--- config.mk ---
export PLATFORM = sky130hd
export DESIGN_NAME = game_flow_ctrl
export DESIGN_NICKNAME = d
export VERILOG_FILES = /design/src/rtl/game_flow_ctrl.sv
export SDC_FILE = /design/constraint.sdc
export NUM_CORES = 1
export LEC_CHECK = 0
export BUFFER_PORTS_ARGS = -buffer_cell sky130_fd_sc_hd__buf_4
export CORE_AREA = 2 2 580 582
export DETAILED_ROUTE_END_ITERATION = 12
export DIE_AREA = 0 0 582 584
export SETUP_SLACK_MARGIN = 0.05
export SLEW_MARGIN = 20
export SYNTH_ARGS = -nofsm -noshare
export SYNTH_HDL_FRONTEND = slang
export SYNTH_SLANG_ARGS = --single-unit
--- constraint.sdc ---
create_clock -name clk -period 4.5 [get_ports clk]
set_input_delay 0.225 -clock clk [delete_from_list [all_inputs] [get_ports clk]]
set_output_delay 0.225 -clock clk [all_outputs]
set_load 0.01 [all_outputs]
--- src/rtl/game_flow_ctrl.sv ---
// Brick-breaker game-flow controller: serve/play/miss/over/win sequencing,
// BCD score, life counter and a one-cell-per-clock remaining-brick scanner.
module game_flow_ctrl #(
  parameter int unsigned LIVES       = 3,
  parameter logic [9:0]  BALL_LOST_Y = 10'd470
) (
  input  logic          clk,
  input  logic          rst,
  input  logic          tick,
  input  logic          start,
  input  logic          brick_hit,
  input  logic [9:0]    ball_y,
  input  logic [1439:0] bricks,
  output logic [2:0]    state,
  output logic [1:0]    lives,
  output logic [15:0]   score,
  output logic [8:0]    bricks_left,
  output logic          run,
  output logic          serve,
  output logic          load_level
);

  localparam logic [8:0] LAST_CELL  = 9'd479;
  localparam logic [1:0] LIVES_INIT = LIVES[1:0];

  typedef enum logic [2:0] {
    S_IDLE  = 3'd0,
    S_SERVE = 3'd1,
    S_PLAY  = 3'd2,
    S_MISS  = 3'd3,
    S_OVER  = 3'd4,
    S_WIN   = 3'd5
  } state_t;

  state_t      cur;
  state_t      nxt;
  logic [8:0]  idx;
  logic [8:0]  acc;
  logic        scan_done;
  logic [10:0] base;
  logic        occ;
  logic        enter_play;
  logic [1:0]  lives_nxt;
  logic [15:0] score_nxt;
  logic        serve_nxt;
  logic        load_nxt;

  assign state = cur;
  assign base  = 11'(idx) * 11'd3;
  assign occ   = |bricks[base +: 3];

  // Four-digit BCD increment with ripple carry; 9999 holds.
  function automatic logic [15:0] bcd_inc(input logic [15:0] v);
    logic [15:0] r;
    logic        c;
    r = v;
    c = 1'b1;
    if (v == 16'h9999) return v;
    for (int unsigned i = 0; i < 4; i++) begin
      if (c) begin
        if (r[4*i +: 4] == 4'd9) begin
          r[4*i +: 4] = '0;
        end else begin
          r[4*i +: 4] = r[4*i +: 4] + 4'd1;
          c = 1'b0;
        end
      end
    end
    return r;
  endfunction

  always_comb begin
    nxt       = cur;
    lives_nxt = lives;
    score_nxt = score;
    serve_nxt = 1'b0;
    load_nxt  = 1'b0;
    case (cur)
      S_IDLE, S_OVER, S_WIN: begin
        if (start) begin
          nxt       = S_SERVE;
          load_nxt  = 1'b1;
          lives_nxt = LIVES_INIT;
          score_nxt = '0;
        end
      end
      S_SERVE: begin
        if (start) begin
          nxt       = S_PLAY;
          serve_nxt = 1'b1;
        end
      end
      S_PLAY: begin
        // Win outranks both scoring and a miss in the same cycle.
        if (scan_done && (bricks_left == '0)) begin
          nxt = S_WIN;
        end else if (tick) begin
          if (brick_hit) score_nxt = bcd_inc(score);
          if (ball_y >= BALL_LOST_Y) nxt = S_MISS;
        end
      end
      S_MISS: begin
        if (lives > 2'd1) begin
          lives_nxt = lives - 2'd1;
          nxt       = S_SERVE;
        end else begin
          lives_nxt = '0;
          nxt       = S_OVER;
        end
      end
      default: nxt = S_IDLE;
    endcase
  end

  assign enter_play = (nxt == S_PLAY) && (cur != S_PLAY);

  always_ff @(posedge clk) begin
    if (!rst) begin
      cur         <= S_IDLE;
      lives       <= LIVES_INIT;
      score       <= '0;
      bricks_left <= '0;
      run         <= 1'b0;
      serve       <= 1'b0;
      load_level  <= 1'b0;
      idx         <= '0;
      acc         <= '0;
      scan_done   <= 1'b0;
    end else begin
      cur        <= nxt;
      lives      <= lives_nxt;
      score      <= score_nxt;
      run        <= (nxt == S_PLAY);
      serve      <= serve_nxt;
      load_level <= load_nxt;
      // A fresh scan starts on PLAY entry so the win check never sees a stale map.
      if (enter_play) begin
        idx       <= '0;
        acc       <= '0;
        scan_done <= 1'b0;
      end else if (idx == LAST_CELL) begin
        bricks_left <= acc + 9'(occ);
        acc         <= '0;
        idx         <= '0;
        if (cur == S_PLAY) scan_done <= 1'b1;
      end else begin
        idx <= idx + 9'd1;
        acc <= acc + 9'(occ);
      end
    end
  end

endmodule
; ---- After elaboration in Yosys (flattened, before gate mapping)
; Cells that the tools add are included.
[word_totals]
input_bits = 1455
reg_bits = 52
wordCells = 115
out_inout_bits = 33
[classes]
reduce_logical = 19
order_cmp = 2
shift = 1
add_sub_neg = 7
bitwise_logic = 2
mul = 1
mux = 49
n_eq_ne = 21
[ops]
columns = cell, n
row1 = indexed part select 1440 x 12 -> 3 bit, 1
row2 = 2-to-1 mux 16 bit, 5
row3 = one-hot mux 16 bit (2 select lines), 1
row4 = 2-to-1 mux 4 bit, 7
row5 = 2-to-1 mux 1 bit, 26
row6 = AND reduction 7 bit, 3
row7 = 2-to-1 mux 3 bit, 6
row8 = "adder 4 x 1 -> 4 bit, second input constant", 4
row9 = "== test 16 bit, second input constant", 1
row10 = "== test 4 bit, second input constant", 4
row11 = "inequality test 3 bit, second input constant", 4
row12 = one-hot mux 3 bit (4 select lines), 1
row13 = "multiplier 9 x 2 -> 11 bit, second input constant", 1
row14 = "greater-or-equal comparator 10 x 9 -> 1 bit, second input constant", 1
row15 = AND reduction 2 bit, 5
row16 = adder 9 x 1 -> 9 bit, 1
row17 = "adder 9 x 1 -> 9 bit, second input constant", 1
row18 = "== test 3 x 2 -> 1 bit, second input constant", 3
row19 = "== test 9 bit, second input constant", 1
row20 = zero test 9 bit, 1
row21 = OR reduction 3 bit, 3
row22 = "inequality test 2 bit, second input constant", 4
row23 = "== test 3 bit, second input constant", 2
row24 = AND reduction 6 bit, 1
row25 = other kinds (11), 15

; ---- Logic depth before layout (Yosys ltp)
[logic_depth]
word_depth = 29
mapped_depth = 21
depth_no_buf = 16

; ---- Worst setup path before layout
; OpenSTA, ideal clock, no wires.
[synth_path]
path_type = flip-flop to flip-flop
from = register idx[0]
to = register bricks_left[8]
arrival_time_ns = 3.387
setup_time_ns = 0.116
n_path_buf = 4
synth_period_minus_slack_ns = 3.503
stages_incl_launch_ff = 19
t_required_ns = 4.384
setup_slack_ns = 0.997
cell_sequence = dfxtp_1 > buf_6 > buf_12 > buf_6 > buf_2 > mux4_2 > a211oi_1 > o211ai_1 > a31oi_1 > o2111ai_1 > a32o_1 > ha_1 > ha_1 > nand3_1 > nor2_1 > nand3_1 > xor2_1 > nand2_1 > o211a_1
[synth_between]
elab_chain_cells = 4
elab_cells_between_ends = 6
classes_between = add/sub (1) / mul (1) / eq/ne (1) / shift (1) / reduce/logical (2)
[synth_rtl]
columns = element, line_no
row1 = from (decl), 37  ; logic [8:0] idx;
row2 = from (signal assigned), 147  ; idx <= idx + 9'd1;
row3 = multiplier 9 x 2 -> 11 bit, 49  ; assign base = 11'(idx) * 11'd3;
row4 = indexed part select 1440 x 12 -> 3 bit, 50  ; assign occ = |bricks[base +: 3];
row5 = OR reduction 3 bit, 50
row6 = adder 9 x 1 -> 9 bit, 142  ; bricks_left <= acc + 9'(occ);
row7 = to (signal assigned), 142
row8 = to (decl), 17  ; output logic [8:0] bricks_left,
; Several ways; a longest one is shown, not always the timed one.
; A chain may end at the register's enable or synchronous reset.

; ---- Worst setup path in the final report
; Same ends and word-level chain as after synthesis.

==> results.yml <==
outcome:
  status: "finished clean"
detailed_routing:
  detail_route.iter0.violations: 1246
  totalWireLength_um: 208000
  route.detailed.drc: 0
  post_drt_wl_per_cell_um: 27.56
  ant_nets: 0
  drt_pass1_iterations: 5
  num_vias: 20998
  vias_per_cell: 2.782
power_and_ir_drop:
  power_density_nw_per_um2: 141.1
  max-vdd-ir-drop_uv: 172.3
  p_total_w: 0.004606
  p_leak_nw: 12.69
yosys:
  ys_ff_latch: 52
  netlist_area_sq_um: 11940
  synthDistinctLibCells: 69
  seq_area_frac_synth_pct: 8.722
  synth_ff_type: "dfxtp_1"
  synth_fp_nets: 2847
  synth_compound_area_share_pct: 20.38
  synthSimpleGateAreaFrac_pct: 23.73
  synthMuxAreaShare_pct: 37.60
  synthXorXnorAreaFrac_pct: 1.541
  synth-edff-count: 0
  yosys_warnings: 0
  syn_inst: 1381
  synthArstFlopShare_pct: 0
  synthAdderAreaFrac_pct: 1.153
  postSynthAreaPerCell_sq_um: 8.642
  synth_top_family_by_area: "multiplexers"
floorplanning:
  core_sq_um: 332900
  dieHeight_um: 584
  dieArea_sq_um: 339900
  rows: 212
  fp.dieW_um: 582
  ios: 1488
  initial_core_util_pct: 3.585
worst_setup_path:
  critPathLaunchType: "flip-flop"
  crit_type: "flip-flop to flip-flop"
  rr_worst_depth: 20
  cp_max_fo: 39
  crit_arrival_ns: 4.57
  crit_chain: "buf_12 -> buf_4 -> buf_16 -> buf_4 -> nor3_1 -> a21oi_1 -> buf_4 -> mux4_2 -> o22ai_1 -> o22ai_1 -> a221o_1 -> a32o_2 -> ha_4 -> ha_4 -> nand3_4 -> nor2_4 -> nand3_2 -> xor2_2 -> nand2_1 -> o211a_1"
  cp_slowest_cell: "mux4_2"
  endpoint_kind: "flip-flop"
  cpMostUsedCell: "buf_4"
  max_stage_delay_ns: 0.56
  required_ns: 4.71
global_route:
  grt_first_pass_wirelength_um: 247700
  overflow: 0
  grt_pass1_vias: 21754
  antenna_found_initial: 124
  grt_max_degree: 44
  grt_usage_pct: 11.51
cts:
  clkTransAtPathRegs_ns: 0.09
  root_buffer: "clkbuf_16"
  clk_path_buf_depth: 2
  cts_made_buffers: 5
  htree_levels: 2
  insertion_delay_ns: 0.33
  cts.sinks: 52
  cts_hold_buffers: 0
  cts_tree: "done"
placed_design:
  io_buffers: 1486
  place_hpwl_um: 187900
  finalWeightedCongestion: 0.9758
timing:
  finalSetupViolCount: 0
  worst_pin_slew_ns: 0.8809
  rsz0062_at_grt: "yes"
  timing_hold_violations_final: 0
  finClkSkew_ns: 0.02188
  slew_headroom_pct: 41.06
  slew_violations: 0
  period_share_pct: 96.86
  period_needed_ns: 4.359
  fmax_ghz: 0.2294
finish:
  layout-drive-gt1-share_pct: 69.67
  syn_to_final_growth_pct: 173.5
  nNetsFinal: 4577
  fin_util_pct: 9.804
job:
  cap_violations: 0
min_path:
  min_delay_path_depth: 2
  hold_path_class: "input port to flip-flop"
final cells by class:
| type | instances | area, sq um |
|---|---|---|
| Fill cell | 38787 | 300300 |
| Timing Repair Buffer | 1850 | 14900 |
| Multi-Input combinational cell | 1188 | 10860 |
| Tap cell | 4387 | 5489 |
| Sequential cell | 52 | 1065 |
| Clock buffer | 5 | 125.1 |
| Antenna cell | 50 | 125.1 |
| Inverter | 14 | 52.55 |
| Clock inverter | 3 | 21.27 |
logic make-up after synthesis:
| family | after synthesis |
|---|---|
| AOI/OAI and AO/OA | 359 |
| xor gates and xnor gates | 21 |
| adders and majority gates | 11 |
| buffers and inverters | 141 |
| DFF | 52 |
| muxes | 226 |
| and+or+nand+nor | 571 |
path summary, 6_finish.rpt:
| path | start | endpoint | slack, ns |
|---|---|---|---|
| worst max-delay path | idx[0]$_SDFF_PP0_ | bricks_left[8]$_SDFFE_PN0P_ | 0.14 |
| worst min-delay path | rst | lives[1]$_SDFFE_PN1P_ | 0.22 |
| worst max register to register | idx[0]$_SDFF_PP0_ | bricks_left[8]$_SDFFE_PN0P_ | 0.14 |
| worst min register to register | scan_done$_SDFFE_PP0P_ | scan_done$_SDFFE_PP0P_ | 0.48 |
per-stage QoR:
stage | area (sq um) | setup TNS (ns) | setup WS, ns | instances | hold slack, ns
3_3_place_gp | 31230 | -11.10 | -1.038 | 7468 | 0.4500
3_5_place_dp | 31240 | -9.825 | -0.8620 | 7468 | 0.4558
2_1_floorplan | 11940 | 0 | 0.9973 | 1381 | 0.3802
5_1_grt | 32590 | -0.2241 | -0.06850 | 7530 | 0.2368
4_1_cts | 32010 | -0.07806 | -0.07806 | 7487 | 0.2047
6_report | 32640 | 0 | 0.1413 | 7549 | 0.2194
Yosys cell counts (14+ instances only):
master / instances / share of area [%]
clkbuf_1: 31 / 0.97
a211oi_1: 65 / 4.1
a22oi_1: 41 / 2.6
o21ai_0: 40 / 1.7
buf_4: 14 / 0.88
nor3_1: 158 / 6.6
nor4_1: 65 / 3.4
nor2_1: 174 / 5.5
nand3_1: 25 / 1.0
o22ai_1: 16 / 0.84
nor4b_1: 19 / 1.4
mux2i_1: 43 / 3.6
nand2_1: 59 / 1.9
buf_6: 15 / 1.4
a21oi_1: 98 / 4.1
nand2b_1: 15 / 0.79
dfxtp_1: 52 / 8.7
buf_2: 61 / 2.6
a2111oi_0: 14 / 1.0
mux4_2: 164 / 31
nor2b_1: 17 / 0.89
what timing repair did:
| item | CTS | global route |
|---|---|---|
| cloned | 2 | 4 |
| pin swaps | 26 | 10 |
| setup endpoints to repair | 18 | 15 |
| buffers inserted | 9 | 8 |
| resized for setup | 92 | 69 |
sequential cells by signal (all words and copies together) (netlist names):
register	cells
load_level	1
state	3
score	16
serve	1
lives	2
idx	9
acc	9
scan_done	1
run	1
bricks_left	9
worst max-delay path: cells and delay by family (launching register included):
kind,cells,cell delay [ns]
AOI/OAI and AO/OA,6,1.24
xor gates and xnor gates,1,0.16
adders and majority gates,2,0.37
buffers and inverters,5,0.92
DFF,1,0.36
muxes,1,0.56
and+or+nand+nor,5,0.49
per-layer routing:
metal  vias up  GRT usage [%]  wire length (um)
li1       9197              -                 -
met1     10134          13.43             82040
met2      1365          20.53            103000
met3       274          2.838             14920
met4        28          3.580              7873
met5         -              0               196
where the power goes:
group          internal [W]  total, W  switching [W]  leakage (nW)
clock network      0.000210  0.000444       0.000235        0.0705
logic               0.00192   0.00366        0.00174          12.2
registers          0.000476  0.000500      0.0000245         0.426
total               0.00260   0.00461        0.00200          12.7
cell usage in the layout (no fill, tap or decap), types with 36 or more instances in the layout:
| cell | n |
|---|---|
| nor3_1 | 149 |
| buf_12 | 56 |
| nand2_1 | 55 |
| a21oi_1 | 94 |
| a22oi_1 | 37 |
| dfxtp_1 | 45 |
| nor4_1 | 51 |
| nor2_1 | 164 |
| diode_2 | 50 |
| a211oi_1 | 54 |
| buf_4 | 1763 |
| mux4_2 | 165 |
| o21ai_0 | 36 |
Note: power is estimated with default switching activity, not from simulation.
